==> config.mk <==
export PLATFORM = sky130hd
export DESIGN_NAME = arb_merge_n_sync
export DESIGN_NICKNAME = d
export VERILOG_FILES = /design/src/rtl/arb_merge_pkg.sv /design/src/rtl/sync_fifo_ch.sv /design/src/rtl/arb_merge_n_sync.sv
export SDC_FILE = /design/constraint.sdc
export NUM_CORES = 1
export LEC_CHECK = 0
export CAP_MARGIN = 20
export CORE_MARGIN = 5
export CORE_UTILIZATION = 45
export DETAILED_ROUTE_END_ITERATION = 10
export PLACE_DENSITY = 0.7
export SETUP_SLACK_MARGIN = 0.2
export SLEW_MARGIN = 15
export SYNTH_ARGS = -nofsm -noshare
export SYNTH_HDL_FRONTEND = slang
export SYNTH_SLANG_ARGS = --single-unit
==> constraint.sdc <==
create_clock -name clk -period 7.6 [get_ports clk]
set_input_delay 1.52 -clock clk [delete_from_list [all_inputs] [get_ports clk]]
set_output_delay 1.52 -clock clk [all_outputs]
set_load 0.005 [all_outputs]
==> src/rtl/arb_merge_pkg.sv <==
// Shared constants and helpers for the N-channel arbitrated merge.
`timescale 1ns/1ps
package arb_merge_pkg;

  localparam int ARB_FIXED = 0;
  localparam int ARB_RR    = 1;
  localparam int MAX_CH    = 16;

  function automatic int clog2_f(input int v);
    int r;
    r = 0;
    for (int i = 0; i < 31; i++) begin
      if ((longint'(1) << i) < longint'(v)) r = i + 1;
    end
    return r;
  endfunction

  // First requester at or above ptr, wrapping at n; returns a one-hot vector.
  function automatic logic [MAX_CH-1:0] rr_pick(input logic [MAX_CH-1:0] req,
                                                input logic [3:0] ptr,
                                                input int n);
    logic [MAX_CH-1:0] g;
    logic              found;
    int                idx;
    g     = '0;
    found = 1'b0;
    for (int i = 0; i < MAX_CH; i++) begin
      if (i < n) begin
        idx = int'(ptr) + i;
        if (idx >= n) idx = idx - n;
        if (!found && req[idx[3:0]]) begin
          g[idx[3:0]] = 1'b1;
          found       = 1'b1;
        end
      end
    end
    return g;
  endfunction

endpackage

==> src/rtl/sync_fifo_ch.sv <==
// Per-channel circular buffer; storage is not reset, only pointers and count.
`timescale 1ns/1ps
module sync_fifo_ch
  import arb_merge_pkg::*;
#(
  parameter  int DEPTH      = 2,
  parameter  int DATA_WIDTH = 6,
  localparam int AW         = clog2_f(DEPTH),
  localparam int CW         = AW + 1
) (
  input  logic                  clk,
  input  logic                  rstn,
  input  logic                  i_push,
  input  logic                  i_pop,
  input  logic [DATA_WIDTH-1:0] i_data,
  output logic                  o_full,
  output logic                  o_empty,
  output logic [DATA_WIDTH-1:0] o_head,
  output logic [CW-1:0]         o_count
);

  logic [DATA_WIDTH-1:0] r_mem [DEPTH];
  logic [AW-1:0]         r_wptr;
  logic [AW-1:0]         r_rptr;
  logic [CW-1:0]         r_count;
  logic                  w_push;
  logic                  w_pop;

  assign o_full  = (r_count == CW'(DEPTH));
  assign o_empty = (r_count == '0);
  assign o_head  = r_mem[r_rptr];
  assign o_count = r_count;
  assign w_push  = i_push & ~o_full;
  assign w_pop   = i_pop & ~o_empty;

  always_ff @(posedge clk) begin
    if (w_push) r_mem[r_wptr] <= i_data;
  end

  // DEPTH is a power of two, so pointers wrap by natural overflow.
  always_ff @(posedge clk or negedge rstn) begin
    if (!rstn) begin
      r_wptr  <= '0;
      r_rptr  <= '0;
      r_count <= '0;
    end else begin
      if (w_push) r_wptr <= r_wptr + 1'b1;
      if (w_pop)  r_rptr <= r_rptr + 1'b1;
      if (w_push && !w_pop)      r_count <= r_count + 1'b1;
      else if (w_pop && !w_push) r_count <= r_count - 1'b1;
    end
  end

endmodule

==> src/rtl/arb_merge_n_sync.sv <==
// N-channel buffered merge with fixed-priority or round-robin arbitration
// feeding a registered, channel-tagged valid/ready output slot.
`timescale 1ns/1ps
module arb_merge_n_sync
  import arb_merge_pkg::*;
#(
  parameter  int NUM_CH     = 4,
  parameter  int DATA_WIDTH = 6,
  parameter  int DEPTH      = 2,
  parameter  int RR_MODE    = 1,
  localparam int CH_W       = clog2_f(NUM_CH)
) (
  input  logic                         clk,
  input  logic                         rstn,
  input  logic [NUM_CH-1:0]            i_valid,
  input  logic [NUM_CH*DATA_WIDTH-1:0] i_data,
  output logic [NUM_CH-1:0]            o_ready,
  output logic                         o_valid,
  output logic [DATA_WIDTH-1:0]        o_data,
  output logic [CH_W-1:0]              o_ch_id,
  input  logic                         i_ready,
  output logic [NUM_CH-1:0]            o_grant
);

  localparam int CNT_W = clog2_f(DEPTH) + 1;

  logic [NUM_CH-1:0]     w_push;
  logic [NUM_CH-1:0]     w_pop;
  logic [NUM_CH-1:0]     w_full;
  logic [NUM_CH-1:0]     w_empty;
  logic [NUM_CH-1:0]     w_req;
  logic [NUM_CH-1:0]     w_grant;
  logic [NUM_CH-1:0]     w_grant_fp;
  logic [NUM_CH-1:0]     w_grant_rr;
  logic [MAX_CH-1:0]     w_rr_full;
  logic [DATA_WIDTH-1:0] w_head  [NUM_CH];
  logic [CNT_W-1:0]      w_count [NUM_CH];
  logic [CH_W-1:0]       w_gidx;
  logic [CH_W-1:0]       w_ptr_nxt;
  logic [DATA_WIDTH-1:0] w_gdata;
  logic                  w_load;

  logic [CH_W-1:0]       r_ptr;
  logic                  r_valid;
  logic [DATA_WIDTH-1:0] r_data;
  logic [CH_W-1:0]       r_ch_id;
  logic [NUM_CH-1:0]     r_grant;

  for (genvar k = 0; k < NUM_CH; k++) begin : g_ch
    sync_fifo_ch #(
      .DEPTH      (DEPTH),
      .DATA_WIDTH (DATA_WIDTH)
    ) u_fifo (
      .clk     (clk),
      .rstn    (rstn),
      .i_push  (w_push[k]),
      .i_pop   (w_pop[k]),
      .i_data  (i_data[k*DATA_WIDTH +: DATA_WIDTH]),
      .o_full  (w_full[k]),
      .o_empty (w_empty[k]),
      .o_head  (w_head[k]),
      .o_count (w_count[k])
    );

    assign o_ready[k] = ~w_full[k];
    assign w_push[k]  = i_valid[k] & ~w_full[k];
    assign w_req[k]   = ~w_empty[k];
    assign w_pop[k]   = w_load & w_grant[k];

    a_count_ok: assert property (@(posedge clk) disable iff (!rstn)
      (w_count[k] <= CNT_W'(DEPTH)) && (w_empty[k] == (w_count[k] == '0)));
  end

  assign w_load     = (|w_req) & (~r_valid | i_ready);
  assign w_grant_fp = w_req & (~w_req + 1'b1);
  assign w_rr_full  = rr_pick(MAX_CH'(w_req), 4'(r_ptr), NUM_CH);
  assign w_grant_rr = w_rr_full[NUM_CH-1:0];
  assign w_grant    = (RR_MODE == ARB_RR) ? w_grant_rr : w_grant_fp;

  // Grant is one-hot, so the last match is the only match.
  always_comb begin
    w_gidx  = '0;
    w_gdata = '0;
    for (int k = 0; k < NUM_CH; k++) begin
      if (w_grant[k]) begin
        w_gidx  = CH_W'(k);
        w_gdata = w_head[k];
      end
    end
  end

  assign w_ptr_nxt = (w_gidx == CH_W'(NUM_CH - 1)) ? '0 : w_gidx + 1'b1;

  always_ff @(posedge clk or negedge rstn) begin
    if (!rstn) begin
      r_ptr   <= '0;
      r_valid <= 1'b0;
      r_data  <= '0;
      r_ch_id <= '0;
      r_grant <= '0;
    end else if (w_load) begin
      r_ptr   <= w_ptr_nxt;
      r_valid <= 1'b1;
      r_data  <= w_gdata;
      r_ch_id <= w_gidx;
      r_grant <= w_grant;
    end else if (r_valid && i_ready) begin
      r_valid <= 1'b0;
    end
  end

  assign o_valid = r_valid;
  assign o_data  = r_data;
  assign o_ch_id = r_ch_id;
  assign o_grant = r_grant;

endmodule

---- Yosys cells after proc, flatten, opt, wreduce, memory -nomap -nowiden ----
Memory sizes are Yosys's and may differ from the RTL's.
Index checks and enable logic that the tools add are counted.
cells by class
  muxes and demuxes ....................... 53
  equality and inequality tests ........... 5
  div/mod/pow operators ................... 0
  add/subtract/negate cells ............... 24
  reduce and logical (&&, ||, !) cells .... 37
  bitwise operators ....................... 30
  magnitude comparators ................... 12
  shifts and indexed selects .............. 0
  $mul .................................... 0
operators by type and width
  operator                                              number
  two-way mux 4 bit                                     8
  two-way mux 6 bit                                     4
  two-way mux 1 bit                                     22
  two-way mux 2 bit                                     11
  < comparator 4 x 5 -> 1 bit (second input constant)   4
  bitwise AND 1 bit                                     17
  binary-select mux 1 bit (select 4 bit)                4
  demux 1 bit (select 4 bit)                            4
  >= comparator 4 x 1 -> 1 bit (second input constant)  4
  logical AND 1 bit                                     16
  bitwise OR 4 bit                                      3
  subtractor 3 x 3 -> 4 bit (second input constant)     3
  logical NOT 1 bit                                     11
  adder 2 x 1 -> 2 bit (second input constant)          5
  == test 2 bit (second input constant)                 5
  nonzero test 2 bit                                    5
  >= comparator 3 bit (second input constant)           3
  inverter 1 bit                                        9
  adder 1 bit (second input constant)                   8
  logical NOT 2 bit                                     4
  subtractor 2 x 1 -> 2 bit (second input constant)     4
  adder 2 x 2 -> 3 bit (second input constant)          2
  OR reduction 4 bit                                    1
  subtractor 2 x 3 -> 4 bit (second input constant)     1
  other kinds (3)                                       3
storage, ports and cells
  output and inout port bits .............. 17
  flip-flop bits (word level) ............. 31
  bits in latches ......................... 0
  memories ................................ 4
  memory bits (read-only) ................. 0
  bits in writable memories ............... 48
  word-level logic and storage cells ...... 182
  input port bits ......................... 31
memories
  name                  words  width  rd ports  clocked after Yosys merged registers in  wr ports  line                text
  g_ch[0].u_fifo.r_mem  2      6      1         0                                        1         sync_fifo_ch.sv:22  logic [DATA_WIDTH-1:0] r_mem [DEPTH];
  g_ch[1].u_fifo.r_mem  2      6      1         0                                        1         sync_fifo_ch.sv:22
  g_ch[2].u_fifo.r_mem  2      6      1         0                                        1         sync_fifo_ch.sv:22
  g_ch[3].u_fifo.r_mem  2      6      1         0                                        1         sync_fifo_ch.sv:22

---- Logic depth before layout (Yosys ltp) ----
  depth after elaboration ................. 19
  gate-level depth with buffers ........... 14
  gate-level depth less buffers ........... 12

---- Hierarchy ----
A second synthesis with hierarchy kept.
second synthesis, totals
  cell total of the unflattened synthesis .. 292
  area, all modules ....................... 3803.6 µm²
modules (own cells, without submodules)
  module            instances  area each (µm²)  cells each  sequential area each (µm²)
  sync_fifo_ch      4          631.9            38          460.4
  arb_merge_n_sync  1          1276.2           140         375.4

---- Worst setup path after synthesis ----
OpenSTA, ideal clock, no wires.
  path kind ............................... reg2reg
  from .................................... register r_ptr[1]
  to ...................................... register g_ch[3].u_fifo.r_count[1]
  buffers on the path ..................... 1
  library setup time ...................... 0.125 ns
  data required time ...................... 7.475 ns
  clock period less this slack ............ 3.233 ns
  path slack .............................. 4.367 ns
  stages on the path, launching flop included .. 14
  arrival ................................. 3.108 ns
  cell sequence ........................... dfrtp_1 > clkbuf_1 > inv_1 > ha_1 > nor4bb_1 > a21o_1 > a21boi_0 > or2_2 > a221oi_1 > or3_1 > ha_1 > xor2_1 > nor2_1 > xor2_1
between the ends
  word-level cells in the longest chain between the ends .. 19
  elaborated cells between the ends (all ways) .. 66
  those cells by class .................... 7 x add/sub; 12 x order compare; 28 x mux; 5 x bitwise; 14 x reduce/logical
ends and longest elaborated chain
  item                                                                                  line                     text
  start: declaration                                                                    arb_merge_n_sync.sv:43   logic [CH_W-1:0] r_ptr;
  start signal: assignment                                                              arb_merge_n_sync.sv:102  r_ptr <= w_ptr_nxt;
  parallel branches: the longest is 13 deep, another holds < comparator 4 x 5 -> 1 bit  -
  two-way mux 4 bit (*)                                                                 arb_merge_pkg.sv:31      if (!found && req[idx[3:0]]) begin
  bitwise AND 1 bit (*)                                                                 arb_merge_n_sync.sv:68   assign w_pop[k] = w_load & w_grant[k];
  bitwise AND 1 bit (*)                                                                 sync_fifo_ch.sv:34       assign w_pop = i_pop & ~o_empty;
  logical NOT 1 bit                                                                     sync_fifo_ch.sv:49       if (w_push && !w_pop) r_count <= r_count + 1'b1;
  logical AND 1 bit                                                                     sync_fifo_ch.sv:49
  two-way mux 2 bit or nonzero test 2 bit (tied branches)                               -
  end signal: assignment                                                                sync_fifo_ch.sv:49
  end signal: assignment                                                                sync_fifo_ch.sv:50       else if (w_pop && !w_push) r_count <= r_count - 1'b1;
  end: declaration                                                                      sync_fifo_ch.sv:25       logic [CW-1:0] r_count;
Mark *: on every way between the ends. The select of a mux whose other input is x is not followed.
A chain may end at the register's enable or synchronous reset.

---- Final worst setup path ----
  from .................................... register r_ptr[0]
  to ...................................... register g_ch[1].u_fifo.r_count[1]
between the ends
  word-level cells in the longest chain between the ends .. 19
  elaborated cells between the ends (all ways) .. 66
  those cells by class .................... 7 x add/sub; 12 x order compare; 28 x mux; 5 x bitwise; 14 x reduce/logical
ends and longest elaborated chain
  item                                                                                  line
  parallel branches: the longest is 13 deep, another holds < comparator 4 x 5 -> 1 bit  -
  two-way mux 4 bit (*)                                                                 arb_merge_pkg.sv:31
  bitwise AND 1 bit (*)                                                                 arb_merge_n_sync.sv:68
  bitwise AND 1 bit (*)                                                                 sync_fifo_ch.sv:34
  logical NOT 1 bit                                                                     sync_fifo_ch.sv:49
  logical AND 1 bit                                                                     sync_fifo_ch.sv:49
  two-way mux 2 bit or nonzero test 2 bit (tied branches)                               -
  end signal: assignment                                                                sync_fifo_ch.sv:49
  end signal: assignment                                                                sync_fifo_ch.sv:50
  end: declaration                                                                      sync_fifo_ch.sv:25
Marks and branches as above.

==> metrics.yaml <==
timing:
  clock_skew_ns: 0.01136
  hold_violations: 0
  finalSetupTns_ns: 0
  fin_crit_sh_pct: 49.76
  setup_viol: 0
  max_slew_margin_pct: 44.12
  maxSlewViolCount: 0
  worst_pin_slew_ns: 0.8383
  fmax_mhz: 264.4
  period_needed_ns: 3.782
  fin_hold_ws_ns: 0.4932
  grt_setup_unrepaired: "no"
place:
  place_area_sq_um: 4224
  place_congestion: 0.8419
  port_buffers: 47
  hpwl_mm: 5.468
finish:
  num_antenna_cells: 0
  drive_gt1_share_pct: 7.715
  areaGrowthSynthToFinish_pct: 21.35
  final_cell_area_sq_um: 4438
  fin_nets: 375
  fillers: 646
critical_path:
  end_kind: "flip-flop"
  crit_chain: "inv_1, ha_1, nor4bb_1, a21o_1, a2111oi_2, a22o_1, a221o_1, nand3_1, ha_1, xor2_1, nor2_1, xor2_1"
  crit_arrival_ns: 4.06
  rr_worst_depth: 12
  worst_path_largest_cell_delay_ns: 0.63
  crit_slowest_cell: "dfrtp_1"
  crit_type: "reg2reg"
  rrSetupSlack_ns: 3.82
  r2r-end: "g_ch[1].u_fifo.o_count[1]"
  cp_top_family: "compound AO/OA/AOI/OAI gates"
  critical_path.n_buffers_inverters: 1
  regToRegStartpoint: "r_ptr[0]"
  cp.required_ns: 7.87
  cp_max_fo: 16
  worstSetupStartpointType: "flip-flop"
flow_run:
  drv_cap: 0
synth:
  syn-cell-area_sq_um: 3657
  ys_seq_elements: 79
  seq_area_frac_synth_pct: 60.62
  yosysWarningCount: 0
  synth_edf_count: 48
  ys_types: 43
  synth.avg_cell_area_sq_um: 12.88
  syn-num-nets: 327
  synthCells: 284
  synth_flop_cell: "edfxtp_1"
  synthArstFlopShare_pct: 39.24
cts:
  cts_hold_buf: 0
  clockBufferDepth: 2
  cts_tree: "done"
  clk_latency_ns: 0.35
  cts_root_buffer: "clkbuf_8"
  cts_buffers: 9
  cts.sinks: 79
  cts_resized: 0
  clkTransAtPathRegs_ns: 0.08
  ctsHtreeMaxLevel: 3
  cts_setup_buffers: 0
power_and_ir_drop:
  total_power_mw: 1.871
  ir_drop_mv: 0.1697
  p_leak_nw: 1.744
  p_per_area_nw_per_um2: 421.6
global_route:
  grt_pass1_vias: 2420
  grt_max_degree: 32
  grt-ovfl-total: 0
  grt_usage_pct: 15.80
  grt_pass1_wl_mm: 12.15
  antenna_found_initial: 0
floorplan:
  die_height_microns: 100.2
  placementRows: 32
  ios: 48
  die_w_microns: 100.2
  coreArea_sq_um: 7807
  initial_core_util_pct: 46.84
  dieArea_sq_um: 10030
drt:
  drtAntennaViolNets: 0
  routedWlPerCell_microns: 17.18
  vias: 2421
  drt_wl_total_mm: 7.542
  viasPerCell: 5.515
  drt-initial-drc-count: 106
  drc: 0
  firstDrtPassIters: 4
min_path:
  hold_start: "g_ch[1].u_fifo.r_wptr"
  hold_path_class: "reg2reg"
  whs_path_depth: 1
  min_to: "g_ch[1].u_fifo.r_wptr"
status:
  outcome: "finished, final reports clean"
[cell type report]
| class | count | area (sq um) | share of cell area, % |
|---|---|---|---|
| sequential | 79 | 2217 | 49.96 |
| clock inverter | 5 | 82.58 | 1.861 |
| inverter | 6 | 22.52 | 0.5075 |
| tap | 102 | 127.6 | 2.876 |
| multi-input combinational | 186 | 1364 | 30.73 |
| timing repair buffer | 50 | 493.0 | 11.11 |
| clock buffer | 11 | 131.4 | 2.960 |
[layer usage]
metal	global-route usage [%]	vias up	part of all wire, %
li1	-	1152	-
met1	21.42	1182	46
met2	24.67	69	47
met3	3.544	18	5.0
met4	6.321	0	2.4
met5	0	-	0
[worst max-delay path by stage]
| stage | end | slack (ns) | startpoint | depth (start not counted) |
|---|---|---|---|---|
| 2_1_floorplan | g_ch[3].u_fifo.o_count[1] | 4.37 | r_ptr[1] | 13 |
| 3_3_place_gp | g_ch[2].u_fifo.o_count[1] | 3.85 | i_ready | 8 |
| 3_5_place_dp | g_ch[2].u_fifo.o_count[1] | 3.79 | i_ready | 8 |
| 4_1_cts | g_ch[1].u_fifo.o_count[1] | 3.88 | r_ptr[0] | 12 |
| 5_1_grt | g_ch[1].u_fifo.o_count[1] | 3.57 | r_ptr[0] | 12 |
| 6_report | g_ch[1].u_fifo.o_count[1] | 3.82 | r_ptr[0] | 12 |
[sequential cells by signal, summed over array words and instances, names as in the netlist]
signal / flops
o_valid: 1
o_ch_id: 2
g_ch.u_fifo.r_wptr: 4
g_ch.u_fifo.o_count: 8
o_data: 6
g_ch.u_fifo.r_mem: 48
r_ptr: 2
g_ch.u_fifo.r_rptr: 4
o_grant: 4
[synthesized netlist by cell type (all sizes together), types with 7 or more instances]
cell	n	area (sq um)
nand2	18	67.56
buf	8	35.03
nor2	16	60.06
a31oi	7	43.79
nand3	14	70.07
mux2i	19	190.2
xnor2	12	105.1
edfxtp	48	1441
xor2	8	70.07
o21ai	9	45.04
ha	12	150.1
dfrtp	31	775.7
[per-stage QoR]
| step | util (%) | setup slack [ns] | instances |
|---|---|---|---|
| detailed placement | 54.10 | 3.787 | 423 |
| global route | 56.84 | 3.569 | 439 |
| finish | 56.84 | 3.818 | 439 |
| CTS | 56.84 | 3.882 | 439 |
| global placement | 54.10 | 3.847 | 423 |
| floorplan | - | 4.367 | 284 |
[where the power goes]
group	leakage (nW)	total [mW]	internal (mW)	switching [mW]
registers	0.810	0.748	0.612	0.137
logic	0.826	0.784	0.380	0.404
clock network	0.108	0.339	0.187	0.152
[layout by cell type, fill, tap and decap left out, types with 7 or more instances in the layout]
| cell | n |
|---|---|
| nor2_1 | 16 |
| xor2_1 | 8 |
| a31oi_1 | 7 |
| mux2i_1 | 19 |
| xnor2_1 | 12 |
| clkdlybuf4s50_1 | 47 |
| o21ai_0 | 9 |
| dfrtp_1 | 31 |
| nand2_1 | 18 |
| nand3_1 | 14 |
| ha_1 | 12 |
| clkbuf_8 | 9 |
| edfxtp_1 | 48 |
[cells by family (layout without fill, tap and decap cells)]
group / after synthesis / after routing / synth area share [%]
mux: 26 / 26 / 7.663
compound gates: 45 / 45 / 8.963
simple gates: 83 / 83 / 11.77
fa+ha+maj: 12 / 12 / 4.105
buf+inv: 19 / 72 / 2.087
xor+xnor: 20 / 20 / 4.790
flops: 79 / 79 / 60.62
Power figures use the tool's default switching activity.
